[config.mk]
export PLATFORM = sky130hd
export DESIGN_NAME = tt_capture4_flat
export DESIGN_NICKNAME = d
export VERILOG_FILES = /design/src/rtl/tt_capture4_if.sv /design/src/rtl/tt_capture4.sv /design/src/flat_wrapper.sv
export SDC_FILE = /design/constraint.sdc
export NUM_CORES = 1
export LEC_CHECK = 0
export CAP_MARGIN = 20
export CORE_MARGIN = 4
export CORE_UTILIZATION = 55
export CTS_CLUSTER_SIZE = 24
export DETAILED_ROUTE_END_ITERATION = 7
export MAX_ROUTING_LAYER = met4
export PLACE_DENSITY = 0.84
export REMOVE_ABC_BUFFERS = 1
export SYNTH_ARGS = -nofsm -noshare
export SYNTH_HDL_FRONTEND = slang
export SYNTH_SLANG_ARGS = --single-unit
export TNS_END_PERCENT = 100
[constraint.sdc]
create_clock -name clk -period 3.94 [get_ports clk]
set_clock_uncertainty 0.05 [all_clocks]
set_input_delay 0.788 -clock clk [delete_from_list [all_inputs] [get_ports clk]]
set_output_delay 0.788 -clock clk [all_outputs]
set_load 0.02 [all_outputs]
[src/rtl/tt_capture4_if.sv]
// tt_capture4_if: capture request, stimulus/response and result handshake
// between the truth-table capture engine (slave) and its user (master).
// Optional feature macro: TT_COMPARE_EN adds exp_tt and match.
interface tt_capture4_if;
  logic        start;
  logic [3:0]  x_o;
  logic        y_i;
  logic        busy;
  logic [15:0] tt;
  logic        tt_valid;
  logic        tt_ready;
`ifdef TT_COMPARE_EN
  logic [15:0] exp_tt;
  logic        match;

  modport master (
    output start, y_i, tt_ready, exp_tt,
    input  x_o, busy, tt, tt_valid, match
  );

  modport slave (
    input  start, y_i, tt_ready, exp_tt,
    output x_o, busy, tt, tt_valid, match
  );
`else
  modport master (
    output start, y_i, tt_ready,
    input  x_o, busy, tt, tt_valid
  );

  modport slave (
    input  start, y_i, tt_ready,
    output x_o, busy, tt, tt_valid
  );
`endif
endinterface

[src/rtl/tt_capture4.sv]
// tt_capture4: walks x_o through all 16 minterms of an external 4-input
// function, waits SETTLE extra cycles per minterm, samples y_i into tt[idx]
// and presents the complete table with a valid/ready handshake.
// Optional feature macro: TT_COMPARE_EN (exp_tt input, match output).
module tt_capture4 #(
  parameter int unsigned SETTLE = 0  // 0..15
) (
  input  logic         clk,
  input  logic         rst_n,
  tt_capture4_if.slave bus
);

  typedef enum logic [1:0] {IDLE, RUN, DONE} state_t;

  localparam logic [3:0] SETTLE_W = 4'(SETTLE);

  state_t      state, state_nxt;
  logic [3:0]  idx;
  logic [3:0]  wait_cnt;
  logic [15:0] tt_q;
  logic        accept;
  logic        sample;

  assign accept = (state == IDLE) && bus.start;
  assign sample = (state == RUN) && (wait_cnt == SETTLE_W);

  // State register
  always_ff @(posedge clk or negedge rst_n) begin
    if (!rst_n) state <= IDLE;
    else        state <= state_nxt;
  end

  // Next-state logic: last sample (idx 15) finishes the run
  always_comb begin
    state_nxt = state;
    case (state)
      IDLE:    if (bus.start) state_nxt = RUN;
      RUN:     if (sample && (idx == 4'hF)) state_nxt = DONE;
      DONE:    if (bus.tt_ready) state_nxt = IDLE;
      default: state_nxt = IDLE;
    endcase
  end

  // Minterm index, settle counter and table capture
  always_ff @(posedge clk or negedge rst_n) begin
    if (!rst_n) begin
      idx      <= '0;
      wait_cnt <= '0;
      tt_q     <= '0;
    end else if (accept) begin
      idx      <= '0;
      wait_cnt <= '0;
    end else if (state == RUN) begin
      if (sample) begin
        tt_q[idx] <= bus.y_i;
        wait_cnt  <= '0;
        idx       <= idx + 4'd1;  // wraps to 0 after the 16th sample
      end else begin
        wait_cnt <= wait_cnt + 4'd1;
      end
    end
  end

  assign bus.x_o      = (state == RUN) ? idx : '0;
  assign bus.busy     = (state == RUN);
  assign bus.tt_valid = (state == DONE);
  assign bus.tt       = tt_q;

`ifdef TT_COMPARE_EN
  logic [15:0] exp_q;

  // Expected table latched when a capture is accepted
  always_ff @(posedge clk or negedge rst_n) begin
    if (!rst_n)      exp_q <= '0;
    else if (accept) exp_q <= bus.exp_tt;
  end

  assign bus.match = (state == DONE) && (tt_q == exp_q);
`endif

endmodule

[src/flat_wrapper.sv]
// flat-port wrapper written by rule: the top's interface ports become plain ports
module tt_capture4_flat 
#(
  parameter int unsigned SETTLE = 0          
)
  (clk, rst_n, bus_start, bus_y_i, bus_tt_ready, bus_x_o, bus_busy, bus_tt, bus_tt_valid);
  tt_capture4_if bus_i ();
  input  logic clk;
  input  logic rst_n;
  input wire logic [$bits(bus_i.start)-1:0] bus_start;
  input wire logic [$bits(bus_i.y_i)-1:0] bus_y_i;
  input wire logic [$bits(bus_i.tt_ready)-1:0] bus_tt_ready;
  output wire logic [$bits(bus_i.x_o)-1:0] bus_x_o;
  output wire logic [$bits(bus_i.busy)-1:0] bus_busy;
  output wire logic [$bits(bus_i.tt)-1:0] bus_tt;
  output wire logic [$bits(bus_i.tt_valid)-1:0] bus_tt_valid;
  assign bus_i.start = bus_start;
  assign bus_i.y_i = bus_y_i;
  assign bus_i.tt_ready = bus_tt_ready;
  assign bus_x_o = bus_i.x_o;
  assign bus_busy = bus_i.busy;
  assign bus_tt = bus_i.tt;
  assign bus_tt_valid = bus_i.tt_valid;
  tt_capture4 #(.SETTLE(SETTLE)) u_core (.clk(clk), .rst_n(rst_n), .bus(bus_i));
endmodule
==> results.md <==
- Post-DRT Antenna Nets: 0
- Unrepaired setup endpoints after global routing: false
- Nets: 155
- Slew Limit Fails: 0
- Worst-path clk slew: 0.14 ns
- Final worst path period need: 2.99 ns
- Share of power burned in registers: 35.4%
- PortBufs: 26
- Register area share after synthesis: 45.6%
- Buf/Inv on CP: 1
- Final Instance Area: 1740 um^2
- Max incr delay on CP: 0.62 ns
- Final hold violations: 0
- Via count: 997
- Status: complete, no violations
- ANT cells: 0
- Total Routing Usage GR: 18.1%
- Initial Utilization: 57.6%
- Area growth syn-to-layout: 22.1%
- Clk pwr share: 12.6%
- TritonCTS Sinks: 26
- Setup-failing EPs final: 0
- Worst Tran Pin Value: 0.823 ns
- Setup total negative slack: 0 ns
- Mapped Cells: 118
- Worst Path Arrival: 2.15 ns
- Crit-path cells: nor2b_1 -> and2_1 -> clkdlybuf4s50_1
- Fillers: 189
- Critical path class: flip-flop to output pin
- Cell Int Power: 0.893 mW
- CP endpoint kind: output pin
- Fmax: 335 MHz
- Sw power: 0.561 mW
- Synth Cell Area: 1430 um^2
- Maximum VDD drop: 555 uV
- Die area: 3470 um^2
- Synth warn: 0
- CP Launch Type: flip-flop
- Synthesis-stage register bit count: 26
- Row Count: 18
- Post CTS Setup Buffer Count: 0
- CP max-delay cell: clkdlybuf4s50_1
- Net Sw Frac: 38.6%
- CTS tree: yes
- Cts hold-fix bufs: 0
- Clk Tree Root Cell: clkbuf_4
- Hold WC Path Type: flip-flop to flip-flop
- Pwr dens: 834 nW/um^2
- Routed Wire Length: 2730 um
- DR WL/cell: 15.8 um
- Initial antenna violation count: 0
- MaxCap Viol Count: 0
- Top Ports: 27
- H-tree Lvls: 1
- Logic pwr share: 52.0%
- Worst EP required: 3.10 ns
- Die X: 58.9 um
- Syn Area/Cell: 12.1 um^2
- # DRC: 0
- Async S/R FF share, synth: 100%
- Share of layout cells above drive strength 1: 16.1%
- Clock Tree Buf Depth: 2
- CP top delay family: simple AND/OR/NAND/NOR gates
- Leak Pwr: 0.807 nW
- Max_slew headroom: 45.1%
- Placed Instance Area: 1690 um^2
- Largest net degree at the start of global routing: 24
- Total CTS buffers: 3
- Final period utilization: 75.8%
- Router iterations before antenna repair: 4
- Remaining Overflow, GRT: 0
- First DRT Iteration DRCs: 19
- Critical Path Fanout Max: 12
- Number of global-route vias before repair: 958
- Number of synthesized flops with an enable pin: 0
- CTS resizes: 0
- DR vias/cell: 5.76
- HPWL after DPL: 2030 um
- Chip height: 58.9 um
- Clock Latency Late Sink: 0.32 ns
- Post-synth cell types: 34
- Core area: 2480 um^2
- Prevailing post-synth register cell: dfrtp_1
- First-pass GRT wire length: 4710 um
- Routability cong.: 0.826
==> power groups by stage <==
| stage | Sequential [mW] | Clock, mW | Combinational (mW) |
|---|---|---|---|
| after floorplan | 0.596 | 0 | 0.374 |
| after global placement | 0.510 | 0 | 0.744 |
| after detailed placement | 0.519 | 0 | 0.760 |
| after CTS | 0.514 | 0.186 | 0.764 |
| after global routing | 0.538 | 0.197 | 0.816 |
| final | 0.515 | 0.183 | 0.757 |
==> cells in the final DEF, fill, tap and decap left out, types with 2 or more instances in the layout <==
master           Yosys  final
a22o_1               3      3
and2_1               2      2
and4bb_1             2      2
clkbuf_4             0      3
clkdlybuf4s50_1      0     26
dfrtp_1             26     26
ha_1                 6      6
inv_1                5      5
mux2_1               6      6
mux2_4              10     10
mux2i_1              3      3
nand2_1              6      6
nand2b_1             2      2
nand3_1             16     16
nor2_1               6      6
nor2b_1              2      2
o21ai_0              2      2
==> area by class of cell <==
class                   count  area [um^2]  share of cell area, %
repair buffers             27          275                   15.8
inverters                   6         22.5                   1.29
well taps                  30         37.5                   2.15
clock inverters             1         30.0                   1.72
flip-flops and latches     26          651                   37.3
multi-input cells          80          704                   40.4
clock buffers               3         22.5                   1.29
==> worst register-to-register path, stage by stage (launching register included) <==
cell and delay, ns:
dfrtp_1 0.45, inv_1 0.07, ha_1 0.14, nor3b_4 0.69, and3_2 0.33, mux2_1 0.31
==> routing by layer <==
metal | part of all wire [%] | global-route usage (%) | up-vias | routed length [um]
li1 | - | - | 473 | -
met3 | 4.4 | 2.85 | 4 | 119
met1 | 45 | 24.6 | 499 | 1240
met5 | 0 | - | - | 0
met4 | 0.92 | 4.85 | 0 | 25
met2 | 49 | 28.2 | 21 | 1340
==> logic make-up after synthesis <==
family	count (synthesis)	synth area share, %
AND/OR/NAND/NOR	42	18.8
flip-flops	26	45.6
multiplexers	20	18.1
AO/OA/AOI/OAI	12	7.19
buffers and inverters	12	5.08
adder cells (fa/ha/maj)	6	5.26
==> state kept, by name (all words and copies together) (netlist names) <==
| signal | flops |
|---|---|
| u_core.bus.tt | 16 |
| u_core.idx | 4 |
| u_core.wait_cnt | 4 |
| u_core.state | 2 |
==> synthesized netlist by cell type, types with 2 or more instances <==
cell type,n,share of area [%]
o21ai_0,2,0.70
a22o_1,3,1.8
nand2b_1,2,0.88
nand3_1,16,5.6
inv_1,5,1.3
and4bb_1,2,1.8
and2_1,2,0.88
ha_1,6,5.3
dfrtp_1,26,46
nor2b_1,2,0.88
mux2_4,10,11
mux2i_1,3,2.1
nand2_1,6,1.6
nor2_1,6,1.6
mux2_1,6,4.7
buf_6,3,2.4
==> final timing paths <==
| path | start | end | slack, ns | cells past startpoint |
|---|---|---|---|---|
| max | u_core.state[0] | bus_x_o[3] | 0.95 | 3 |
| max reg2reg | u_core.wait_cnt[0] | u_core.bus.tt[15] | 1.79 | 5 |
| min reg2reg | u_core.bus.tt[15] | u_core.bus.tt[15] | 0.46 | 1 |
| min | u_core.bus.tt[15] | u_core.bus.tt[15] | 0.46 | 1 |
| min in group asynchronous | rst_n | u_core.bus.tt[6] | 0.81 | 1 |
| max in group asynchronous | rst_n | u_core.wait_cnt[1] | 2.51 | 2 |
==> through the flow <==
step / worst slack [ns] / hold slack, ns / util [%] / cells / total power, mW
2_1_floorplan: 1.69 / 0.442 / - / 112 / 0.970
3_3_place_gp: 1.41 / 0.425 / 67.6 / 168 / 1.25
3_5_place_dp: 1.33 / 0.435 / 68.2 / 169 / 1.28
4_1_cts: 0.932 / 0.467 / 70.4 / 173 / 1.46
5_1_grt: 0.800 / 0.477 / 70.4 / 173 / 1.55
6_report: 0.953 / 0.463 / 70.4 / 173 / 1.45
No activity file was read; power rests on OpenSTA's default activity.
